==> src/rtl/rsa_keygen_ctrl.sv <==
// Sequencer for RSA key generation: prime fetch, shared multiplier, E/D engines.
// Optional build macro KEYGEN_FIXED_E_EN: use e = 65537 directly when phi > 65537.
module rsa_keygen_ctrl #(
   parameter int unsigned TIMEOUT_CYCLES  = 4096,
   parameter int unsigned MAX_PRIME_RETRY = 8
) (
   input  logic        clk,
   input  logic        rst,
   input  logic        start,
   input  logic [31:0] seed,
   output logic        busy,
   output logic        done,
   output logic        error,
   output logic [31:0] n_key,
   output logic [31:0] e_key,
   output logic [31:0] d_key,
   output logic        prime_req,
   input  logic        prime_valid,
   input  logic [15:0] prime_data,
   output logic        mul_start,
   output logic [15:0] mul_a,
   output logic [15:0] mul_b,
   input  logic        mul_valid,
   input  logic [31:0] mul_result,
   output logic        e_en,
   output logic [31:0] e_seed,
   output logic [31:0] e_phi,
   input  logic        e_valid,
   input  logic [31:0] e_key_in,
   output logic        d_start,
   output logic [31:0] d_e,
   output logic [31:0] d_phi,
   input  logic        d_valid,
   input  logic [31:0] d_key_in
);

   typedef enum logic [3:0] {
      IDLE, GET_P, GET_Q, MUL_N, WAIT_N, MUL_PHI, WAIT_PHI,
      E_GEN, D_START, D_WAIT, DONE, ERROR
   } state_t;

   localparam logic [31:0] FIXED_E = 32'd65537;

   state_t      state, state_nx;
   logic [31:0] seed_r;
   logic [15:0] p_r, q_r;
   logic [31:0] n_r, phi_r, e_r;
   logic [31:0] retry_cnt;
   logic [31:0] timer;
   logic [31:0] retry_inc;
   logic        start_ok;
   logic        timed_out;
   logic        dup_prime;
   logic        timer_run;

   assign retry_inc = retry_cnt + 32'd1;
   assign start_ok  = start && (state == IDLE || state == DONE || state == ERROR);
   assign timed_out = (timer == TIMEOUT_CYCLES - 32'd1);
   assign dup_prime = (prime_data == p_r);
   assign timer_run = (state == GET_P) || (state == GET_Q) || (state == WAIT_N) ||
                      (state == WAIT_PHI) || (state == E_GEN) || (state == D_WAIT);

   always_ff @(posedge clk) begin
      if (rst) state <= IDLE;
      else     state <= state_nx;
   end

   // Next-state: an awaited valid always takes priority over the timeout.
   always_comb begin
      state_nx = state;
      case (state)
         IDLE:     if (start_ok) state_nx = GET_P;
         GET_P: begin
            if (prime_valid)    state_nx = GET_Q;
            else if (timed_out) state_nx = ERROR;
         end
         GET_Q: begin
            if (prime_valid) begin
               if (!dup_prime)                           state_nx = MUL_N;
               else if (retry_inc == MAX_PRIME_RETRY)    state_nx = ERROR;
            end else if (timed_out) begin
               state_nx = ERROR;
            end
         end
         MUL_N:    state_nx = WAIT_N;
         WAIT_N: begin
            if (mul_valid)      state_nx = MUL_PHI;
            else if (timed_out) state_nx = ERROR;
         end
         MUL_PHI:  state_nx = WAIT_PHI;
         WAIT_PHI: begin
            if (mul_valid) begin
`ifdef KEYGEN_FIXED_E_EN
               if (mul_result > FIXED_E) state_nx = D_START;
               else                      state_nx = E_GEN;
`else
               state_nx = E_GEN;
`endif
            end else if (timed_out) begin
               state_nx = ERROR;
            end
         end
         E_GEN: begin
            if (e_valid)        state_nx = D_START;
            else if (timed_out) state_nx = ERROR;
         end
         D_START:  state_nx = D_WAIT;
         D_WAIT: begin
            if (d_valid)        state_nx = DONE;
            else if (timed_out) state_nx = ERROR;
         end
         DONE:     state_nx = start_ok ? GET_P : IDLE;
         ERROR:    if (start_ok) state_nx = GET_P;
         default:  state_nx = IDLE;
      endcase
   end

   // Wait-state timer restarts whenever the state changes.
   always_ff @(posedge clk) begin
      if (rst)                    timer <= '0;
      else if (state_nx != state) timer <= '0;
      else if (timer_run)         timer <= timer + 32'd1;
   end

   always_ff @(posedge clk) begin
      if (rst) begin
         seed_r    <= '0;
         p_r       <= '0;
         q_r       <= '0;
         n_r       <= '0;
         phi_r     <= '0;
         e_r       <= '0;
         retry_cnt <= '0;
         n_key     <= '0;
         e_key     <= '0;
         d_key     <= '0;
      end else begin
         if (start_ok) begin
            seed_r    <= seed;
            retry_cnt <= '0;
            n_key     <= '0;
            e_key     <= '0;
            d_key     <= '0;
         end
         case (state)
            GET_P:    if (prime_valid) p_r <= prime_data;
            GET_Q: begin
               if (prime_valid) begin
                  if (dup_prime) retry_cnt <= retry_inc;
                  else           q_r       <= prime_data;
               end
            end
            WAIT_N:   if (mul_valid) n_r <= mul_result;
            WAIT_PHI: begin
               if (mul_valid) begin
                  phi_r <= mul_result;
`ifdef KEYGEN_FIXED_E_EN
                  if (mul_result > FIXED_E) e_r <= FIXED_E;
`endif
               end
            end
            E_GEN:    if (e_valid) e_r <= e_key_in;
            // Keys become visible on entry to DONE, alongside the done pulse.
            D_WAIT: begin
               if (d_valid) begin
                  n_key <= n_r;
                  e_key <= e_r;
                  d_key <= d_key_in;
               end
            end
            default: ;
         endcase
      end
   end

   always_comb begin
      busy      = 1'b1;
      done      = 1'b0;
      error     = 1'b0;
      prime_req = 1'b0;
      mul_start = 1'b0;
      mul_a     = '0;
      mul_b     = '0;
      e_en      = 1'b0;
      e_seed    = '0;
      e_phi     = '0;
      d_start   = 1'b0;
      d_e       = '0;
      d_phi     = '0;
      case (state)
         IDLE:    busy = 1'b0;
         GET_P,
         GET_Q:   prime_req = 1'b1;
         MUL_N: begin
            mul_start = 1'b1;
            mul_a     = p_r;
            mul_b     = q_r;
         end
         MUL_PHI: begin
            mul_start = 1'b1;
            mul_a     = p_r - 16'd1;
            mul_b     = q_r - 16'd1;
         end
         E_GEN: begin
            e_en   = 1'b1;
            e_seed = seed_r;
            e_phi  = phi_r;
         end
         D_START: begin
            d_start = 1'b1;
            d_e     = e_r;
            d_phi   = phi_r;
         end
         DONE: begin
            busy = 1'b0;
            done = 1'b1;
         end
         ERROR: begin
            busy  = 1'b0;
            error = 1'b1;
         end
         default: ;
      endcase
   end

endmodule

==> config.mk <==
export PLATFORM = sky130hd
export DESIGN_NAME = rsa_keygen_ctrl
export DESIGN_NICKNAME = d
export VERILOG_FILES = /design/src/rtl/rsa_keygen_ctrl.sv
export SDC_FILE = /design/constraint.sdc
export NUM_CORES = 1
export LEC_CHECK = 0
export CAP_MARGIN = 20
export CORE_MARGIN = 10
export CORE_UTILIZATION = 49
export DETAILED_ROUTE_END_ITERATION = 8
export PLACE_DENSITY = 0.81
export SLEW_MARGIN = 30
export SYNTH_ARGS = -nofsm -noshare
export SYNTH_HDL_FRONTEND = slang
export SYNTH_SLANG_ARGS = --single-unit
==> constraint.sdc <==
create_clock -name clk -period 3.45 [get_ports clk]
set_clock_uncertainty 0.2 [all_clocks]
set_input_delay 0.69 -clock clk [delete_from_list [all_inputs] [get_ports clk]]
set_output_delay 0.69 -clock clk [all_outputs]
set_load 0.01 [all_outputs]
# After elaboration in Yosys (flattened, before gate mapping)
# Index checks and enable logic that the tools add are counted.
[word_totals]
regBits = 324
in_bits = 151
[classes]
addsub = 4
eq_ne = 15
mux = 38
bitwise = 1
reduce_logical = 19
[ops]
columns = ["op", "count"]
rows = [
  ["2-to-1 mux 32 bit", 17],
  ["adder 32 x 1 -> 32 bit (second input constant)", 2],
  ["case mux 16 bit (2 select lines)", 2],
  ["case mux 4 bit (11 select lines)", 1],
  ["2-to-1 mux 4 bit", 10],
  ["equality test 32 x 12 -> 1 bit (second input constant)", 1],
  ["equality test 32 x 4 -> 1 bit (second input constant)", 1],
  ["subtractor 16 x 1 -> 16 bit (second input constant)", 2],
  ["equality test 16 bit", 1],
  ["equality test 4 x 3 -> 1 bit (second input constant)", 4],
  ["equality test 4 bit (second input constant)", 4],
  ["equality test 4 x 2 -> 1 bit (second input constant)", 2],
  ["2-to-1 mux 1 bit", 8],
  ["AND reduction 2 bit", 4],
  ["OR reduction 2 bit", 4],
  ["logical OR 1 bit", 7],
  ["equality test 4 x 1 -> 1 bit (second input constant)", 1],
  ["zero test 4 bit", 1],
  ["inequality test 4 bit", 1],
  ["AND reduction 3 bit", 1],
  ["OR reduction 3 bit", 1],
  ["logical AND 1 bit", 1],
  ["NOT 1 bit", 1],
]

# Depth between registers and ports, before layout
# Gate-level depths: netlist of run 1.
[depth]
word_depth = 8
mapped_depth = 10
depth_no_buf = 9

# Least setup slack after synthesis of run 1
# No wires, ideal clock.
[synth_timing]
kind = "register to output"
from = "reg p_r[0]"
to = "out mul_a[14]"
t_arrival_ns = 2.559
t_required_ns = 2.560
path_slack_ns = 0.001
stages_incl_launch_ff = 9
path_buffers = 0
path_cell_list = "dfxtp_1 -> inv_1 -> ha_1 -> or4b_2 -> or3_1 -> or3_1 -> nor2b_1 -> nand2_1 -> o41ai_1"
[synth_via]
elab_chain_len = 2
[synth_lines]
columns = ["item", "line", "rtl"]
rows = [
  ["from (decl)", "46", "logic [15:0] p_r, q_r;"],
  ["from (signal assigned)", "146", "GET_P: if (prime_valid) p_r <= prime_data;"],
  ["subtractor 16 x 1 -> 16 bit", "201", "mul_a = p_r - 16'd1;"],
  ["case mux 16 bit (2 select lines)", "190", "case (state)"],
  ["to (decl)", "21", "output logic [15:0] mul_a,"],
]
# Every way passes these cells.

# Worst setup path after layout of run 1
# Ends and elaborated chain as after synthesis.

==> results.ini, run 1 <==
[die]
die_w_um=196
row_count=64
die_area_sq_um=38500
fp.coreArea_sq_um=30600
ioPinCount=414
fp.dieH_um=196
initial_utilization_pct=49.7

[pwr]
leakage_nw=8.23
power_frac_seq_pct=44.1
p_comb_share_pct=10.6
power_density_nw_per_um2=402
p_clk_share_pct=45.3
swShare_pct=24.5
switchingPower_mw=2.13
vdd.ir_drop.worst_mv=0.366
p_int_mw=6.55

[sta]
period_needed_ps=3830
worst_pin_slew_ps=942
fmax_mhz=261
setup_violations=16
hold_viol_final=0
worst_hold_slack_ps=250
slew_viol_final=0
max-slew-margin-rel_pct=37.2
finalCritPeriodShare_pct=111
setup_slack_ps=-378
grt_setup_unrepaired=true

[clocking]
cts.sinks=324
cts_tree=built
cts.htree.levels=2
cts_hold_buf=0
cts_buffer_depth=3
clkSlewWorstSetupHoldPaths_ps=60
cts-buffers-inserted=36
ctsRootBufferMaster=clkbuf_16
insertion_delay_ps=520

[critical_path]
cp_top_family=simple AND/OR/NAND/NOR gates
worstSetupStartpoint=p_r[0]
worstPathArrival_ps=2940
slowest_delay_ps=470
slowest_stage=or4b_4
cp-start-kind=register
worstPathRequired_ps=2560
end_kind=primary output
path_class=register to primary output
worstPathMaxFanout=2
crit_top_cell=or3_4
cp_num_buf_inv=3
r2r-start=retry_cnt[10]
worstPathCellList=inv_2 -> ha_4 -> or4b_4 -> or3_4 -> or3_4 -> nor2b_4 -> buf_4 -> a21oi_1 -> o21ai_1 -> o41ai_2 -> buf_2

[global_routing]
grt_pass1_wl_um=86100
use_met2_pct=46.1
grt_util_met1_pct=32.6
grt_max_degree=177
antenna_found_initial=2
gr-total-overflow=0
gr-usage-all-layers_pct=27.1
grt_util_met3_pct=5.92
grt.busiest_layer=met2
grt_pass1_vias=15200

[synthesis]
synth-xor-area-share_pct=3.57
synthAdderAreaFrac_pct=0.329
ys_seq_elements=324
synth_compound_area_share_pct=15.0
yosys_warnings=0
synth_area_sq_um=15200
yosys.area_share.simple_pct=31.6
synth_edf_count=0
synth_nets=2162
yosys_most_used_dff=dfxtp_1
yosys-mux-area-fraction_pct=2.17
synth_cell_types=69
synth_top_family_by_area=simple AND/OR/NAND/NOR gates
syn_avg_cell_area_sq_um=7.58
async_reset_ff_share_pct=0
yosysSeqAreaShare_pct=42.6
synth_cells=2007

[routing]
finalWirelength_um=57300
drt_iter0_markers=1399
routed_via_density=5.77
dr.pass1.iters=5
vias=16200
drcViolationCount=0
ant_nets=0
avgRoutedWirePerCell_um=20.4

[final_layout]
nNetsFinal=2547
area_growth_pct=41.8
final_core_utilization_pct=70.6
fin_area_sq_um=21600
drive_above_1_share_pct=9.97

[flow_run]
cap_violations=0

[run_status]
violations=negative setup slack
status=finished with violations

[hold_path]
hp-start=seed_r[28]
min_path_type=register to register

[place]
port_buffers=413
dpl.hpwl_um=39300
placed_area_sq_um=20000
place_congestion=0.914

## tightest hold or removal path: cells and delay by family, from the launching register on
| family | cells | cell delay (ps) |
|---|---|---|
| and+or+nand+nor | 1 | 50 |
| DFF | 1 | 300 |
| AOI/OAI and AO/OA | 1 | 50 |
## per-stage QoR
step | worst slack, ps | power (mW) | std cells | setup TNS, ps
floorplan | 0.794 | 4.30 | 2007 | 0
global placement | -377 | 4.72 | 2736 | -1830
detailed placement | -417 | 4.74 | 2736 | -2450
CTS | -368 | 8.69 | 2806 | -3210
global route | -459 | 8.94 | 2815 | -5020
finish | -378 | 8.68 | 2815 | -2490
## cell families after synthesis
logic type,count (synthesis)
XOR/XNOR,62
multiplexers,33
flip-flops,324
AND/OR/NAND/NOR,992
AO/OA/AOI/OAI,412
buffers and inverters,180
adder cells (fa/ha/maj),4
## per-layer routing
metal | vias to the layer above | share of wire, %
li1 | 7672 | -
met1 | 7733 | 39
met2 | 702 | 48
met3 | 128 | 8.1
met4 | 2 | 4.3
met5 | - | 0.021
## synth_stat cells (all sizes together), types with 4 or more instances
cell type / number / share of area, %
xnor2: 22 / 1.3
and3: 81 / 3.3
nor4b: 5 / 0.45
nand3b: 4 / 0.20
nor3b: 8 / 0.39
o22ai: 4 / 0.16
a41oi: 6 / 0.35
and2: 72 / 3.0
nor2b: 11 / 0.45
or4: 9 / 0.44
buf: 22 / 0.82
ha: 4 / 0.33
nor3: 46 / 1.6
a311oi: 5 / 0.29
clkbuf: 147 / 3.6
or3: 16 / 0.69
nor2: 84 / 2.1
a21oi: 272 / 8.9
xor2: 40 / 2.3
and4: 9 / 0.52
nand2b: 8 / 0.33
nand3: 136 / 4.5
dfxtp: 324 / 43
a211oi: 10 / 0.49
nor4: 25 / 1.2
o21ai: 73 / 2.4
o31ai: 8 / 0.39
inv: 11 / 0.27
nand2: 449 / 11
nand4: 19 / 0.82
mux2i: 33 / 2.2
## what timing repair did
| action | CTS | global route |
|---|---|---|
| setup endpoints to repair | 27 | 49 |
| cloned | 0 | 4 |
| pin swaps | 5 | 3 |
| resized for setup | 95 | 43 |
| setup buffers | 6 | 4 |
## area by class of cell
class / instances / area, sq um
Clock inverter: 13 / 141
Inverter: 11 / 41.3
Antenna cell: 1 / 2.50
Clock buffer: 51 / 1080
Fill cell: 2336 / 9010
Tap cell: 396 / 495
Multi-Input combinational cell: 1503 / 8240
Timing Repair Buffer: 516 / 5090
Sequential cell: 324 / 6490
## placed cells by master (no fill, tap or decap), types with 20 or more instances in the layout
cell type	n
nor3_1	42
dfxtp_1	321
nand2_1	448
clkdlybuf4s50_1	374
buf_4	84
and2_1	72
o21ai_0	64
xnor2_1	22
nand3_1	134
and3_1	80
nor2_1	78
mux2i_1	33
clkbuf_16	39
xor2_1	40
a21oi_1	270
nor4_1	20
## flip-flops by register name, indices dropped and copies added (netlist names)
register and cells:
p_r 16, n_key 32, q_r 16, e_r 32, timer 32, n_r 32, retry_cnt 32, d_key 32
e_key 32, phi_r 32, seed_r 32, state 4
## path summary, 6_finish.rpt
path	slack, ps	cells past startpoint	to
worst min-delay path	250	2	seed_r[28]
worst max register to register	260	8	timer[24]
worst max-delay path	-380	11	mul_a[14]
worst min register to register	250	2	seed_r[28]
## power by group through the flow
stage / combinational, mW / clock (mW) / sequential [mW]
floorplan: 0.402 / 0 / 3.90
global placement: 0.814 / 0 / 3.90
detailed placement: 0.829 / 0 / 3.91
CTS: 0.885 / 3.98 / 3.83
global route: 0.980 / 4.13 / 3.83
finish: 0.918 / 3.93 / 3.83
No activity file was read; power rests on OpenSTA's default activity.
==> run 2, diff against run 1 <==
- CORE_MARGIN: 10 -> 3
==> run 2 against run 1 <==
  * The flow still finishes with violations (negative setup slack)
  * Critical endpoint unchanged
  * Clock-buffer cell count shrank 7
  * Clock power increased by 5%
  * Critical path depth down 2
==> results.ini, run 2 (synthesis results as in run 1) <==
[run_status]
status=finished with violations
violations=negative setup slack

[routing]
drt_iter0_markers=1393
avgRoutedWirePerCell_um=19.1
dr.pass1.iters=6
drcViolationCount=0
finalWirelength_um=53800
vias=16200
routed_via_density=5.77
ant_nets=0

[sta]
finalCritPeriodShare_pct=112
fmax_mhz=258
setup_slack_ps=-427
hold_viol_final=0
setup_violations=11
setup-tns-final_ps=-3110
worst_hold_slack_ps=249
max-slew-margin-rel_pct=32.6
slew_viol_final=0
grt_setup_unrepaired=true
worst_pin_slew_ps=1010
period_needed_ps=3880

[global_routing]
antenna_found_initial=5
grt_pass1_vias=15200
gr-total-overflow=0
grt_pass1_wl_um=82700
gr-usage-all-layers_pct=30.1
grt_max_degree=199

[critical_path]
end_kind=primary output
worstPathArrival_ps=2990
slowest_delay_ps=480
crit_top_cell=or3_4
cp_num_buf_inv=2
worstPathMaxFanout=3
worstPathRequired_ps=2560
cp-start-kind=register
slowest_stage=or4b_4
path_class=register to primary output
worstPathCellList=inv_2 -> ha_4 -> or4b_4 -> or3_4 -> or3_4 -> nor2b_4 -> nand2_1 -> o41ai_1 -> buf_2
cp_top_family=simple AND/OR/NAND/NOR gates

[pwr]
p_clk_share_pct=46.6
leakage_nw=7.97
power_density_nw_per_um2=410
power_frac_seq_pct=43.2
switchingPower_mw=2.16
swShare_pct=24.3
p_int_mw=6.71
vdd.ir_drop.worst_mv=0.371
p_comb_share_pct=10.1

[clocking]
cts.sinks=324
cts.htree.levels=2
cts-buffers-inserted=36
cts_tree=built
cts_buffer_depth=3
insertion_delay_ps=530
clkSlewWorstSetupHoldPaths_ps=60
ctsRootBufferMaster=clkbuf_16
cts_hold_buf=0

[final_layout]
stdcell_count=2815
final_common_cell=nand2_1
area_growth_pct=41.9
nFillCells=2338
layout_common_cells=nand2_1 (445), clkdlybuf4s50_1 (388), dfxtp_1 (317)
drive_above_1_share_pct=10.3
final_core_utilization_pct=71.7
fin_area_sq_um=21600
nNetsFinal=2547

[hold_path]
min_path_type=register to register

[die]
die_w_um=182
fp.dieH_um=182
fp.coreArea_sq_um=30100
ioPinCount=414
die_area_sq_um=33200
initial_utilization_pct=50.5
row_count=63

[place]
place_congestion=0.929
dp.cells=2734
placed_area_sq_um=20100
dpl.hpwl_um=36600
port_buffers=413

[flow_run]
cap_violations=0

run 2: changes by cell type in the layout (fill, tap and decap cells not counted), sizes merged, moves of 3 or more:
cell,change
clkdlybuf4s50,+14
buf,+4
bufinv,+4
dlymetal6s2s,-16
clkinv,+3
clkbuf,-8
diode,+4
run 2: layout make-up:
class                   instances  area, sq um  area share (%)
clock buffers                  44          981            4.54
flip-flops and latches        324         6490            30.1
multi-input cells            1504         8260            38.3
well taps                     390          488            2.26
diodes                          5         12.5          0.0579
repair buffers                515         5010            23.2
clock inverters                22          300            1.39
inverters                      11         46.3           0.214
run 2: path summary, 6_finish.rpt:
check	start	endpoint	slack, ps	cells past startpoint
setup / recovery	p_r[1]	mul_a[14]	-430	9
hold / removal	seed_r[9]	seed_r[9]	250	2
setup reg to reg	retry_cnt[10]	timer[21]	220	8
hold reg to reg	seed_r[9]	seed_r[9]	250	2
run 2: tightest hold or removal path, cell delays in order (launching register included):
cell and delay, ps:
dfxtp_1 300, nand2_1 50, a21oi_1 50
run 2: power by group through the flow:
stage	Clock [mW]	Combinational (mW)	Sequential [mW]
floorplan	0	0.402	3.90
global placement	0	0.802	3.91
detailed placement	0	0.819	3.91
CTS	4.19	0.859	3.83
global route	4.36	0.962	3.84
finish	4.13	0.899	3.83
run 2: through the flow:
stage / power, mW / setup slack [ps]
2_1_floorplan: 4.30 / 0.794
3_3_place_gp: 4.71 / -370
3_5_place_dp: 4.73 / -408
4_1_cts: 8.88 / -396
5_1_grt: 9.15 / -488
6_report: 8.86 / -427
run 2: repair_timing:
item,in CTS,in global routing
pin swaps,6,10
gates resized for setup,99,52
gates cloned,0,2
setup buffers,2,7
endpoints found under the setup margin,29,36
hold endpoints to repair,0,0
run 2: per-layer routing:
| metal | global-route usage, % | routed length [um] | vias up |
|---|---|---|---|
| met5 | 0 | 0 | - |
| met4 | 12.0 | 2160 | 0 |
| met3 | 6.10 | 4080 | 135 |
| met2 | 51.5 | 26200 | 715 |
| met1 | 37.2 | 21400 | 7704 |
| li1 | - | - | 7683 |
